File: src/rtl/mac_ctrl_pkg.sv
// MAC job controller shared types.
// State encoding and default datapath sizes.
package mac_ctrl_pkg;

  localparam int DW_DEF      = 2;
  localparam int SW_DEF      = 4;
  localparam int LENW_DEF    = 4;
  localparam int MAC_LAT_DEF = 1;

  typedef enum logic [2:0] {
    IDLE,
    CLEAR,
    FEED,
    DRAIN,
    RESULT
  } state_t;

endpackage

File: src/rtl/mac_job_ctrl_if.sv
// Bundle of job, operand, MAC and result signals.
// slave = controller side, master = environment side.
interface mac_job_ctrl_if
  import mac_ctrl_pkg::*;
#(
  parameter int DW   = DW_DEF,
  parameter int SW   = SW_DEF,
  parameter int LENW = LENW_DEF
);

  logic            start;
  logic [LENW-1:0] len;
  logic            abort;
  logic            busy;
  logic            op_valid;
  logic [DW-1:0]   op_a;
  logic [DW-1:0]   op_b;
  logic            op_ready;
  logic [DW-1:0]   mac_a;
  logic [DW-1:0]   mac_b;
  logic            mac_e;
  logic [SW-1:0]   mac_sum;
  logic            res_valid;
  logic [SW-1:0]   res_data;
  logic            res_ready;

  modport slave (
    input  start,
    input  len,
    input  abort,
    output busy,
    input  op_valid,
    input  op_a,
    input  op_b,
    output op_ready,
    output mac_a,
    output mac_b,
    output mac_e,
    input  mac_sum,
    output res_valid,
    output res_data,
    input  res_ready
  );

  modport master (
    output start,
    output len,
    output abort,
    input  busy,
    output op_valid,
    output op_a,
    output op_b,
    input  op_ready,
    input  mac_a,
    input  mac_b,
    input  mac_e,
    output mac_sum,
    input  res_valid,
    input  res_data,
    output res_ready
  );

endinterface

File: src/rtl/mac_job_ctrl_drain.sv
// Drain down-counter: loads MAC_LAT, flags zero.
// Covers the MAC pipeline before the sum is captured.
module mac_drain_timer #(
  parameter int MAC_LAT = 1
) (
  input  logic clk,
  input  logic rst,
  input  logic clr,
  input  logic load,
  input  logic en,
  output logic zero
);

  localparam int TW = (MAC_LAT < 1) ? 1 : $clog2(MAC_LAT + 1);

  logic [TW-1:0] cnt;

  // Count down from MAC_LAT while enabled, park at zero.
  always_ff @(posedge clk or posedge rst) begin
    if (rst) begin
      cnt <= '0;
    end else if (clr) begin
      cnt <= '0;
    end else if (load) begin
      cnt <= TW'(MAC_LAT);
    end else if (en && cnt != '0) begin
      cnt <= cnt - TW'(1);
    end
  end

  assign zero = (cnt == '0);

endmodule

File: src/rtl/mac_job_ctrl.sv
// Job sequencer for the shared 2x2-bit MAC.
// Clears, feeds N pairs, drains, presents the sum.
module mac_job_ctrl
  import mac_ctrl_pkg::*;
#(
  parameter int DW      = DW_DEF,
  parameter int SW      = SW_DEF,
  parameter int LENW    = LENW_DEF,
  parameter int MAC_LAT = MAC_LAT_DEF
) (
  input logic           clk,
  input logic           rst,
  mac_job_ctrl_if.slave bus
);

  state_t          state;
  logic [LENW-1:0] len_q;
  logic [LENW-1:0] count;
  logic            hs;
  logic            last_hs;
  logic            kill;
  logic            tmr_load;
  logic            tmr_clr;
  logic            tmr_en;
  logic            tmr_zero;

  assign hs       = (state == FEED) && bus.op_valid
                    && bus.op_ready;
  assign last_hs  = hs && (count == len_q - LENW'(1));
  assign kill     = bus.abort && (state != IDLE);
  assign tmr_clr  = kill;
  assign tmr_load = last_hs && !bus.abort;
  assign tmr_en   = (state == DRAIN);

  mac_drain_timer #(
    .MAC_LAT(MAC_LAT)
  ) u_drain (
    .clk  (clk),
    .rst  (rst),
    .clr  (tmr_clr),
    .load (tmr_load),
    .en   (tmr_en),
    .zero (tmr_zero)
  );

  // Job FSM with every output registered.
  always_ff @(posedge clk or posedge rst) begin
    if (rst) begin
      state         <= IDLE;
      len_q         <= '0;
      count         <= '0;
      bus.busy      <= 1'b0;
      bus.op_ready  <= 1'b0;
      bus.mac_a     <= '0;
      bus.mac_b     <= '0;
      bus.mac_e     <= 1'b1;
      bus.res_valid <= 1'b0;
      bus.res_data  <= '0;
    end else if (kill) begin
      state         <= IDLE;
      count         <= '0;
      bus.busy      <= 1'b0;
      bus.op_ready  <= 1'b0;
      bus.mac_a     <= '0;
      bus.mac_b     <= '0;
      bus.mac_e     <= 1'b1;
      bus.res_valid <= 1'b0;
    end else begin
      unique case (state)
        IDLE: begin
          bus.mac_e    <= 1'b1;
          bus.mac_a    <= '0;
          bus.mac_b    <= '0;
          bus.op_ready <= 1'b0;
          if (bus.start && !bus.abort) begin
            bus.busy <= 1'b1;
            if (bus.len != '0) begin
              len_q <= bus.len;
              count <= '0;
              state <= CLEAR;
            end else begin
              bus.res_data  <= '0;
              bus.res_valid <= 1'b1;
              state         <= RESULT;
            end
          end
        end
        CLEAR: begin
          bus.mac_e    <= 1'b0;
          bus.mac_a    <= '0;
          bus.mac_b    <= '0;
          bus.op_ready <= 1'b1;
          state        <= FEED;
        end
        FEED: begin
          if (hs) begin
            bus.mac_a <= bus.op_a;
            bus.mac_b <= bus.op_b;
            if (last_hs) begin
              count        <= '0;
              bus.op_ready <= 1'b0;
              state        <= DRAIN;
            end else begin
              count <= count + LENW'(1);
            end
          end else begin
            bus.mac_a <= '0;
            bus.mac_b <= '0;
          end
        end
        DRAIN: begin
          bus.mac_a <= '0;
          bus.mac_b <= '0;
          if (tmr_zero) begin
            bus.res_data  <= bus.mac_sum;
            bus.res_valid <= 1'b1;
            state         <= RESULT;
          end
        end
        RESULT: begin
          if (bus.res_ready) begin
            bus.res_valid <= 1'b0;
            bus.busy      <= 1'b0;
            bus.mac_e     <= 1'b1;
            state         <= IDLE;
          end
        end
        default: state <= IDLE;
      endcase
    end
  end

endmodule

File: src/flat_wrapper.sv
// flat-port wrapper written by rule: the top's interface ports become plain ports
module mac_job_ctrl_flat import mac_ctrl_pkg::*;
#(
  parameter int DW      = DW_DEF,
  parameter int SW      = SW_DEF,
  parameter int LENW    = LENW_DEF,
  parameter int MAC_LAT = MAC_LAT_DEF
)
  (clk, rst, bus_start, bus_len, bus_abort, bus_busy, bus_op_valid, bus_op_a, bus_op_b, bus_op_ready, bus_mac_a, bus_mac_b, bus_mac_e, bus_mac_sum, bus_res_valid, bus_res_data, bus_res_ready);
  mac_job_ctrl_if #(.DW(DW), .SW(SW), .LENW(LENW)) bus_i ();
  input logic clk;
  input logic rst;
  input wire logic [$bits(bus_i.start)-1:0] bus_start;
  input wire logic [$bits(bus_i.len)-1:0] bus_len;
  input wire logic [$bits(bus_i.abort)-1:0] bus_abort;
  output wire logic [$bits(bus_i.busy)-1:0] bus_busy;
  input wire logic [$bits(bus_i.op_valid)-1:0] bus_op_valid;
  input wire logic [$bits(bus_i.op_a)-1:0] bus_op_a;
  input wire logic [$bits(bus_i.op_b)-1:0] bus_op_b;
  output wire logic [$bits(bus_i.op_ready)-1:0] bus_op_ready;
  output wire logic [$bits(bus_i.mac_a)-1:0] bus_mac_a;
  output wire logic [$bits(bus_i.mac_b)-1:0] bus_mac_b;
  output wire logic [$bits(bus_i.mac_e)-1:0] bus_mac_e;
  input wire logic [$bits(bus_i.mac_sum)-1:0] bus_mac_sum;
  output wire logic [$bits(bus_i.res_valid)-1:0] bus_res_valid;
  output wire logic [$bits(bus_i.res_data)-1:0] bus_res_data;
  input wire logic [$bits(bus_i.res_ready)-1:0] bus_res_ready;
  assign bus_i.start = bus_start;
  assign bus_i.len = bus_len;
  assign bus_i.abort = bus_abort;
  assign bus_busy = bus_i.busy;
  assign bus_i.op_valid = bus_op_valid;
  assign bus_i.op_a = bus_op_a;
  assign bus_i.op_b = bus_op_b;
  assign bus_op_ready = bus_i.op_ready;
  assign bus_mac_a = bus_i.mac_a;
  assign bus_mac_b = bus_i.mac_b;
  assign bus_mac_e = bus_i.mac_e;
  assign bus_i.mac_sum = bus_mac_sum;
  assign bus_res_valid = bus_i.res_valid;
  assign bus_res_data = bus_i.res_data;
  assign bus_i.res_ready = bus_res_ready;
  mac_job_ctrl #(.DW(DW), .SW(SW), .LENW(LENW), .MAC_LAT(MAC_LAT)) u_core (.clk(clk), .rst(rst), .bus(bus_i));
endmodule
File: config.mk
export PLATFORM = sky130hd
export DESIGN_NAME = mac_job_ctrl_flat
export DESIGN_NICKNAME = d
export VERILOG_FILES = /design/src/rtl/mac_ctrl_pkg.sv /design/src/rtl/mac_job_ctrl_if.sv /design/src/rtl/mac_job_ctrl_drain.sv /design/src/rtl/mac_job_ctrl.sv /design/src/flat_wrapper.sv
export SDC_FILE = /design/constraint.sdc
export NUM_CORES = 1
export LEC_CHECK = 0
export CAP_MARGIN = 20
export CORE_ASPECT_RATIO = 1.75
export CORE_MARGIN = 2
export CORE_UTILIZATION = 35
export DETAILED_ROUTE_END_ITERATION = 8
export PLACE_DENSITY = 0.59
export SLEW_MARGIN = 25
export SYNTH_ARGS = -nofsm -noshare
export SYNTH_HDL_FRONTEND = slang
export SYNTH_SLANG_ARGS = --single-unit
File: constraint.sdc
create_clock -name clk -period 2.2 [get_ports clk]
set_input_delay 0.22 -clock clk [delete_from_list [all_inputs] [get_ports clk]]
set_output_delay 0.22 -clock clk [all_outputs]
set_load 0.03 [all_outputs]
==> qor.csv <==
metric,value,unit
cts.repair.resized,0,
synth_seq_cells,24,
cts_made_buffers,3,
drt_iter0_drc,22,
initial_utilization,36.5,%
wl_per_cell,14.9,um
crit_arrival,2.07,ns
hold_class,input port to asynchronous set/reset pin,
track_usage,16.3,%
cts_tree,built,
layout_min_cycle_time,1.92,ns
num_antenna_cells,0,
synth_edf_count,0,
yosysTopAreaCell,dfrtp_1,
pwr_density_cell,1140,nW/um^2
finalMaxSlewViolations,0,
fp-row-count,29,
final_common_cell,clkdlybuf4s50_1,
setup_violations,0,
yosysSeqAreaShare,45.4,%
dpl.hpwl,2480,um
timing.final.crit_share,87.5,%
postCtsHoldBufs,0,
outcome,"finished, final reports clean",
routed_wl,3190,um
clockBufferDepth,2,
worstPathMaxFanout,6,
synth_area,1330,um^2
yosysUniqueCellTypes,43,
maxSlewHeadroom,71.0,%
ant_nets,0,
grt_overflow,0,
endpoint_kind,flop,
r2r-start,u_core.len_q[0],
syn_to_final_growth,29.7,%
setup_tns,0,ns
multi_input_area,663,um^2
crit_type,flop to flop,
synth_flop_cell,dfrtp_1,
gp_congestion,0.786,
first_pass_iters,4,
start_kind,flop,
drive_above_1_share,12.5,%
numPortBuffers,29,
clock-root-buffer,clkbuf_8,
grt_max_degree,25,
holdWs,0.294,ns
async_flop_share,100,%
worstMarginPinSlew,0.436,ns
ir_drop,0.719,mV
rsz0062_at_grt,no,
pin_count,30,
place_area,1670,um^2
mostFrequentLayoutCells,"clkdlybuf4s50_1 (29), nand2_1 (24), dfrtp_1 (23), inv_1 (8), nor2_1 (7)",
yosys_warnings,0,
syn_nets,156,
die_area,4310,um^2
cp.required,2.35,ns
avgSynthCellArea,9.74,um^2
fillers,370,
max_freq,520,MHz
cts_htree_levels,1,
clk_latency,0.27,ns
seqCellArea,602,um^2
p_leak,0.757,nW
die_y,85.4,um
grt_pass1_wl,5450,um
nNetsFinal,189,
vias_per_cell,5.31,
core,3630,um^2
antenna_found_initial,0,
cts_setup_buffers,0,
hold_viol_final,0,
synth_area_leaders,"dfrtp_1 (43%), nand2_1 (6.8%), a22o_1 (3.3%)",
cap_violations,0,
fin_area,1720,um^2
cts.clk_slew.worst_paths,0.09,ns
finalClockSkew,0.00929,ns
synth_top_area_share,43.4,%
grt_pass1_vias,1198,
critPathLaunch,u_core.len_q[0],
drc_errors,0,
die_w,50.5,um
num_vias,1136,
syn_inst,136,
cts.sinks,24,
synth_stat cells (3+ instances only):
cell type and count:
and4_1 4, a22o_1 5, o22ai_1 3, nor2_1 7, a21oi_1 5, xnor2_1 5, inv_1 8, buf_2 3
dfrtp_1 23, nand2_1 24, a21o_1 5, o21ai_0 5, o21ai_1 3
stage by stage:
step | total power, mW | std cells | setup WS, ns | utilization (%)
final | 1.96 | 214 | 0.275 | 47.3
after global placement | 1.67 | 210 | 0.285 | 46.1
after global routing | 2.11 | 214 | 0.118 | 47.3
after CTS | 1.98 | 214 | 0.263 | 47.3
after floorplan | 1.41 | 136 | 0.526 | -
after detailed placement | 1.70 | 210 | 0.245 | 46.1
per-layer routing:
metal / track usage, % / up-vias / routed length, um
met5: 0 / - / 0
met4: 7.13 / 0 / 100
met3: 2.11 / 10 / 161
met2: 29.4 / 38 / 1720
met1: 18.7 / 541 / 1200
li1: - / 547 / -
report_power, final:
part | internal [mW] | total (mW) | leakage (nW) | switching, mW
clock network | 0.129 | 0.269 | 0.0228 | 0.140
registers | 0.559 | 0.713 | 0.320 | 0.154
logic | 0.412 | 0.978 | 0.414 | 0.566
registers in the layout (all words and copies together) (netlist names):
name	flops
u_core.bus.busy	1
u_core.bus.mac_a	2
u_core.bus.mac_b	2
u_core.bus.mac_e	1
u_core.bus.op_ready	1
u_core.bus.res_data	4
u_core.bus.res_valid	1
u_core.count	4
u_core.len_q	4
u_core.state	3
u_core.u_drain.cnt	1
critical path, cell delays in order, from the launching register on:
cell     delay [ns]
dfrtp_1        0.44
inv_1          0.07
ha_1           0.33
xnor2_1        0.17
nor4_4         0.30
a31oi_4        0.20
a21oi_1        0.19
o22ai_1        0.09
cell type report:
class / instances / area share (%)
multi-input combinational: 98 / 38.6
sequential: 24 / 35.0
timing repair buffer: 32 / 18.2
tap: 46 / 3.35
clock buffer: 4 / 2.62
inverter: 10 / 2.18
final timing paths:
kind | end | slack (ns) | cells after the start
worst max-delay path | u_core.count[2] | 0.28 | 7
worst min-delay path | u_core.bus.res_data[1] | 0.29 | 3
worst max register to register | u_core.count[2] | 0.28 | 7
worst min register to register | u_core.bus.res_data[0] | 0.48 | 1
max in group asynchronous | u_core.bus.mac_e | 1.61 | 3
min in group clk | u_core.bus.res_data[0] | 0.48 | 1
logic make-up after synthesis:
kind of cell,count (synthesis),share of synthesized area (%)
DFF,24,45.4
xor gates and xnor gates,6,3.97
adders and majority gates,2,1.89
buffers and inverters,14,4.53
AOI/OAI and AO/OA,35,20.0
and+or+nand+nor,55,24.2
Power figures use the tool's default switching activity.
